==> config.mk <==
export PLATFORM = sky130hd
export DESIGN_NAME = fb_fill_engine
export DESIGN_NICKNAME = d
export VERILOG_FILES = /design/src/rtl/gpu_pkg.sv /design/src/rtl/fb_fill_arb.sv /design/src/rtl/fb_fill_engine.sv
export SDC_FILE = /design/constraint.sdc
export NUM_CORES = 1
export LEC_CHECK = 0
export CAP_MARGIN = 10
export CELL_PAD_IN_SITES_DETAIL_PLACEMENT = 2
export CELL_PAD_IN_SITES_GLOBAL_PLACEMENT = 2
export CORE_AREA = 2 2 185 142
export DETAILED_ROUTE_END_ITERATION = 8
export DIE_AREA = 0 0 187 144
export GPL_ROUTABILITY_DRIVEN = 0
export GPL_TIMING_DRIVEN = 0
export PLACE_DENSITY = 0.86
export SLEW_MARGIN = 20
export SYNTH_ARGS = -nofsm -noshare
export SYNTH_HDL_FRONTEND = slang
export SYNTH_SLANG_ARGS = --single-unit
==> constraint.sdc <==
create_clock -name clk -period 11.8 [get_ports clk]
set_input_delay 2.36 -clock clk [delete_from_list [all_inputs] [get_ports clk]]
set_output_delay 2.36 -clock clk [all_outputs]
set_load 0.02 [all_outputs]
==> src/rtl/gpu_pkg.sv <==
// Shared frame-buffer geometry, pixel-index width and fill-sequencer state encoding.
// Used by the fill engine and its port-A arbiter.
package gpu_pkg;

    localparam int X_SIZE_DEF = 480;
    localparam int Y_SIZE_DEF = 800;
    localparam int PIX_W      = 19;

    typedef enum logic [2:0] {
        IDLE,
        SETUP,
        WRITE,
        NEXT_ROW,
        DONE
    } fill_state_e;

    // Two pixels share a word: odd pixel index in [31:16], even in [15:0].
    function automatic logic [3:0] lane_wen(input logic odd_pix, input logic pair);
        if (pair) begin
            return 4'b1111;
        end
        return odd_pix ? 4'b1100 : 4'b0011;
    endfunction

endpackage

==> src/rtl/fb_fill_arb.sv <==
// Port-A arbiter for the frame buffer: the CPU always wins, the fill engine
// only drives the port when the CPU is absent and is told so through grant.
module fb_fill_arb #(
    parameter int FB_AW = 18
) (
    input  logic             cpu_en,
    input  logic [3:0]       cpu_wen,
    input  logic [FB_AW-1:0] cpu_addr,
    input  logic [31:0]      cpu_wdata,
    input  logic             eng_en,
    input  logic [3:0]       eng_wen,
    input  logic [FB_AW-1:0] eng_addr,
    input  logic [31:0]      eng_wdata,
    output logic             ram_en,
    output logic [3:0]       ram_wen,
    output logic [FB_AW-1:0] ram_addr,
    output logic [31:0]      ram_wdata,
    output logic             grant
);

    assign grant     = !cpu_en;
    assign ram_en    = cpu_en | eng_en;
    assign ram_wen   = cpu_en ? cpu_wen   : eng_wen;
    assign ram_addr  = cpu_en ? cpu_addr  : eng_addr;
    assign ram_wdata = cpu_en ? cpu_wdata : eng_wdata;

endmodule

==> src/rtl/fb_fill_engine.sv <==
// Rectangle-fill engine writing clipped RGB565 rectangles into frame-buffer port A.
// Define FB_FILL_ABORT_EN to let the abort input terminate a fill early.
module fb_fill_engine
    import gpu_pkg::*;
#(
    parameter int X_SIZE = X_SIZE_DEF,
    parameter int Y_SIZE = Y_SIZE_DEF,
    parameter int FB_AW  = 18
) (
    input  logic             clk,
    input  logic             rstn,
    input  logic             cmd_valid,
    output logic             cmd_ready,
    input  logic [9:0]       cmd_x0,
    input  logic [9:0]       cmd_y0,
    input  logic [9:0]       cmd_w,
    input  logic [9:0]       cmd_h,
    input  logic [15:0]      cmd_color,
    input  logic             abort,
    output logic             busy,
    output logic             done,
    input  logic             cpu_en,
    input  logic [3:0]       cpu_wen,
    input  logic [FB_AW-1:0] cpu_addr,
    input  logic [31:0]      cpu_wdata,
    output logic             ram_en,
    output logic [3:0]       ram_wen,
    output logic [FB_AW-1:0] ram_addr,
    output logic [31:0]      ram_wdata
);

    localparam logic [10:0]      XS  = 11'(X_SIZE);
    localparam logic [10:0]      YS  = 11'(Y_SIZE);
    localparam logic [PIX_W-1:0] XSP = PIX_W'(X_SIZE);

    fill_state_e      state_q, state_d;
    logic [9:0]       x0_q, x0_d, y0_q, y0_d, w_q, w_d, h_q, h_d;
    logic [15:0]      color_q, color_d;
    logic [9:0]       x_q, x_d, y_q, y_d, xe_q, xe_d, ye_q, ye_d;
    logic [PIX_W-1:0] row_base_q, row_base_d;
    logic             cmd_ready_q, busy_q, done_q;

    logic             abort_eff, grant, eng_en, pair;
    logic [PIX_W-1:0] pix;
    logic [10:0]      x_step, xsum, ysum;
    logic [3:0]       eng_wen;
    logic [FB_AW-1:0] eng_addr;
    logic [31:0]      eng_wdata;

`ifdef FB_FILL_ABORT_EN
    assign abort_eff = abort;
`else
    logic unused_abort;
    assign unused_abort = abort;
    assign abort_eff    = 1'b0;
`endif

    assign pix    = row_base_q + PIX_W'(x_q);
    assign pair   = !pix[0] && ((11'(x_q) + 11'd1) < 11'(xe_q));
    assign x_step = 11'(x_q) + (pair ? 11'd2 : 11'd1);
    assign xsum   = 11'(x0_q) + 11'(w_q);
    assign ysum   = 11'(y0_q) + 11'(h_q);

    // The pending write is withheld in the abort cycle so nothing lands after abort.
    assign eng_en    = (state_q == WRITE) && !abort_eff;
    assign eng_wen   = eng_en ? lane_wen(pix[0], pair) : 4'b0000;
    assign eng_addr  = eng_en ? FB_AW'(pix >> 1) : '0;
    assign eng_wdata = eng_en ? {color_q, color_q} : 32'd0;

    always_comb begin
        state_d    = state_q;
        x0_d       = x0_q;
        y0_d       = y0_q;
        w_d        = w_q;
        h_d        = h_q;
        color_d    = color_q;
        x_d        = x_q;
        y_d        = y_q;
        xe_d       = xe_q;
        ye_d       = ye_q;
        row_base_d = row_base_q;
        case (state_q)
            IDLE: begin
                if (cmd_valid) begin
                    x0_d    = cmd_x0;
                    y0_d    = cmd_y0;
                    w_d     = cmd_w;
                    h_d     = cmd_h;
                    color_d = cmd_color;
                    state_d = SETUP;
                end
            end
            SETUP: begin
                if (abort_eff || (w_q == 10'd0) || (h_q == 10'd0) ||
                    (11'(x0_q) >= XS) || (11'(y0_q) >= YS)) begin
                    state_d = DONE;
                end else begin
                    row_base_d = PIX_W'(y0_q) * XSP;
                    x_d        = x0_q;
                    y_d        = y0_q;
                    xe_d       = (xsum > XS) ? XS[9:0] : xsum[9:0];
                    ye_d       = (ysum > YS) ? YS[9:0] : ysum[9:0];
                    state_d    = WRITE;
                end
            end
            WRITE: begin
                if (abort_eff) begin
                    state_d = DONE;
                end else if (grant) begin
                    x_d = x_step[9:0];
                    if (x_step == 11'(xe_q)) begin
                        state_d = NEXT_ROW;
                    end
                end
            end
            NEXT_ROW: begin
                if (abort_eff) begin
                    state_d = DONE;
                end else begin
                    row_base_d = row_base_q + XSP;
                    y_d        = y_q + 10'd1;
                    x_d        = x0_q;
                    state_d    = ((11'(y_q) + 11'd1) == 11'(ye_q)) ? DONE : WRITE;
                end
            end
            DONE:    state_d = IDLE;
            default: state_d = IDLE;
        endcase
    end

    always_ff @(posedge clk or negedge rstn) begin
        if (!rstn) begin
            state_q     <= IDLE;
            x0_q        <= '0;
            y0_q        <= '0;
            w_q         <= '0;
            h_q         <= '0;
            color_q     <= '0;
            x_q         <= '0;
            y_q         <= '0;
            xe_q        <= '0;
            ye_q        <= '0;
            row_base_q  <= '0;
            cmd_ready_q <= 1'b1;
            busy_q      <= 1'b0;
            done_q      <= 1'b0;
        end else begin
            state_q     <= state_d;
            x0_q        <= x0_d;
            y0_q        <= y0_d;
            w_q         <= w_d;
            h_q         <= h_d;
            color_q     <= color_d;
            x_q         <= x_d;
            y_q         <= y_d;
            xe_q        <= xe_d;
            ye_q        <= ye_d;
            row_base_q  <= row_base_d;
            cmd_ready_q <= (state_d == IDLE);
            busy_q      <= (state_d != IDLE);
            done_q      <= (state_d == DONE);
        end
    end

    assign cmd_ready = cmd_ready_q;
    assign busy      = busy_q;
    assign done      = done_q;

    fb_fill_arb #(
        .FB_AW(FB_AW)
    ) u_arb (
        .cpu_en   (cpu_en),
        .cpu_wen  (cpu_wen),
        .cpu_addr (cpu_addr),
        .cpu_wdata(cpu_wdata),
        .eng_en   (eng_en),
        .eng_wen  (eng_wen),
        .eng_addr (eng_addr),
        .eng_wdata(eng_wdata),
        .ram_en   (ram_en),
        .ram_wen  (ram_wen),
        .ram_addr (ram_addr),
        .ram_wdata(ram_wdata),
        .grant    (grant)
    );

endmodule

==> impl_results.md <==
* Final number of hold-violating endpoints at 0
* Hold path depth at 1
* Die X at around 190 um
* Global-route wire length before repair at approximately 55000 um
* CP peak stage delay at 0.64 ns
* Synth-to-Final Area Change at 31.77%
* Skew final at between 0.01 and 0.015 ns
* Worst path depth at 5
* Initial antenna violation count at 0
* # hold bufs at CTS at 0
* PD cells at 370.6 nW/um^2
* Buf/Inv on CP at 3
* Primary FF master, synth: dfrtp_1
* Final antenna diode count at 0
* Seq/Total Area, Yosys at between 30% and 40%
* Gr ovfl total at 0
* Largest net degree at the start of global routing at 78
* Total Routing Usage GR at 26.92%
* Starting Density at 34.22%
* # rows at 51
* Total power at around 4.2 mW
* Final worst-path cycle share at 59.14%
* Pin slew with the least headroom to its limit at 1.039 ns
* Slowest cell on crit path: clkdlybuf4s50_1
* First-pass iteration count of the detailed router at 6
* # clock sinks at between 100 and 150
* Syn Inst Count at 948
* IO Port Bufs at 170
* Vias in the first global route at just over 9000
* Vias at approximately 8300
* Core area at approximately 25000 sq um
* # DRC at 0
* Leak at 4.722 nW
* Req. time, crit path at 9.44 ns
* Total Die Area at 26930 sq um
* Pre-CTS WS at approximately 4.8 ns
* Asr flop ratio synth at 100.0%
* Post-Syn Area at 8668 sq um
* Setup TNS at 0 ns
* Status: complete, no violations
* R2r worst-path depth at 19
* Critical Path Fanout Max at 10
* Worst path most repeated cell: clkbuf_1
* Fmax at 0.1433 GHz
* Later-pin clock latency in the skew report at 0.45 ns
* Cells after DPL at between 1000 and 1500
* FF+latch count, synth at between 100 and 150
* Final nets at 1335
* Startpoint types: primary input
* Final worst setup slack at between 4 and 5 ns
* Post-CTS Setup Bufs at 0
* Via density at 5.566
* Remaining antenna violation count at 0
* Max cap viols at 0
* YS warnings at 0
* Worst setup EP type: output pin
* Mean Syn Cell Area at 9.144 sq um
* Clock slew at reported path FFs at 0.06 ns
* Die Span Y at around 140 um
* Root Driver: clkbuf_16
* Layout cells sized above 1 at roughly 7.7%
* Clock Tree Buf Depth at 2
* Slew Limit Fails at 0
* Crit-path leading delay family: buffers and inverters
* Critical Path AT at 4.62 ns
* Layout Utilization at between 40% and 50%
* Dpl hpwl at 27060 um
* TritonCTS clock tree: yes
* Kind of critical path: primary input to output pin
* Io pins at 173
* Post-synth EDFFs at 0
* Routed len/inst at 23.50 um
* RSZ-0062 raised after global routing: false
* Final setup vio count at 0
* Worst Hold Class: flop to flop
* Total wire length at approximately 35000 um
* H-tree levels at 4
* Post-synth cell types at 70
* Final min period at 6.978 ns
* CTS buffer count at 17
* Worst VDD drop at approximately 0.14 mV
* Post_cts resized at 0
* Iteration-0 DRC Markers at 455
* Cells along the critical path: clkbuf_1, nor2_1, clkbuf_1, a22o_1, clkdlybuf4s50_1
* Layout Cells excl Fill at 1495
* Syn_nets at 1145
* Worst relative slew slack at 30.71%
[cell families after synthesis]
logic type / synth area share [%]
AOI/OAI and AO/OA: 21.54
adders and majority gates: 13.57
buffers and inverters: 4.301
muxes: 6.669
and+or+nand+nor: 13.65
xor gates and xnor gates: 6.770
DFF: 33.50
[per-layer routing]
| metal | GRT usage (%) | up-vias | routed length [um] |
|---|---|---|---|
| met3 | 6.964 | 40 | 2589 |
| met1 | 33.56 | 4194 | 15150 |
| met5 | 0 | - | 0 |
| met4 | 7.853 | 0 | 599 |
| li1 | - | 3815 | - |
| met2 | 46.29 | 272 | 16800 |
[report_power, final]
group | total [mW] | internal (mW) | switching, mW
sequential | 0.874 | 0.587 | 0.286
combinational | 2.82 | 1.20 | 1.62
clock | 0.540 | 0.332 | 0.208
total | 4.23 | 2.12 | 2.11
[final cells by class]
class                   count  area [sq um]
clock buffers              20         436.7
multi-input cells         733          5391
clock inverters            12         156.4
plain buffers              49         185.2
repair buffers            171          1730
well taps                 344         430.4
inverters                  50         187.7
fillers                  2770         13910
flip-flops and latches    116          2904
[path summary, 6_finish.rpt]
path | startpoint | end | slack (ns)
min in group asynchronous | rstn | color_q[8]$_DFFE_PN0P_ | 1.83
max | cpu_en | ram_wdata[21] | 4.82
max reg2reg | x_q[2]$_DFFE_PN0P_ | state_q[0]$_DFF_PN0_ | 6.75
min reg2reg | ye_q[4]$_DFFE_PN0P_ | ye_q[4]$_DFFE_PN0P_ | 0.53
max in group asynchronous | rstn | cmd_ready$_DFF_PN1_ | 9.13
min | ye_q[4]$_DFFE_PN0P_ | ye_q[4]$_DFFE_PN0P_ | 0.53
[synth_stat cells (2+ instances only)]
cell      count  area [sq um]
a221o_1       6         60.06
and3_1        9         56.30
nand2b_1      8         50.05
a21oi_1      59         295.3
or2_2         3         18.77
o31ai_1      11         82.58
and2_1        5         31.28
o21ai_1       2         10.01
nor2_1       69         259.0
a211oi_1     10         75.07
o221ai_1      2         17.52
clkbuf_1     47         176.4
nand4_1       7         43.79
nor4b_1       2         17.52
o311a_1       2         20.02
a21boi_0      2         15.01
o21a_1        9         67.56
o21bai_1      4         30.03
xnor2_1      48         420.4
a21o_1        8         60.06
o22ai_1       9         56.30
or3_1         3         18.77
nand3b_1      2         15.01
mux2i_1       6         60.06
nor3_1       17         85.08
a311oi_1      2         17.52
xor2_1       19         166.4
nand3_1      25         125.1
mux2_2       46         518.0
o311ai_0      4         35.03
a22oi_1       4         30.03
a31oi_1       8         50.05
or2_1         2         12.51
nand2_1      85         319.1
o21ai_0      69         345.3
ha_1         62         775.7
nor4_1        6         37.54
nor2b_1       4         25.02
fa_1         20         400.4
o211ai_1      6         45.04
inv_1        50         187.7
a22o_1       44         385.4
dfrtp_1     115          2878
[registers in the layout, summed over array words and instances, names as in the netlist]
| name | cells |
|---|---|
| busy | 1 |
| y_q | 10 |
| color_q | 16 |
| row_base_q | 14 |
| xe_q | 10 |
| y0_q | 10 |
| w_q | 10 |
| state_q | 3 |
| h_q | 10 |
| done | 1 |
| ye_q | 10 |
| x_q | 10 |
| cmd_ready | 1 |
| x0_q | 10 |
[cell usage in the layout (no fill, tap or decap), types with 25 or more instances in the layout]
cell type / count
a21oi_1: 59
clkbuf_1: 50
nand3_1: 25
mux2_2: 46
inv_1: 50
xnor2_1: 48
dfrtp_1: 115
nand2_1: 85
ha_1: 62
clkdlybuf4s50_1: 169
a22o_1: 44
nor2_1: 69
o21ai_0: 69
[through the flow]
| step | hold WS, ns | instance area [sq um] |
|---|---|---|
| global placement | 0.5108 | 10800 |
| detailed placement | 0.5193 | 10830 |
| floorplan | 0.4825 | 8668 |
| finish | 0.5328 | 11420 |
| global route | 0.5491 | 11420 |
| CTS | 0.5359 | 11420 |
Note: power is estimated with default switching activity, not from simulation.
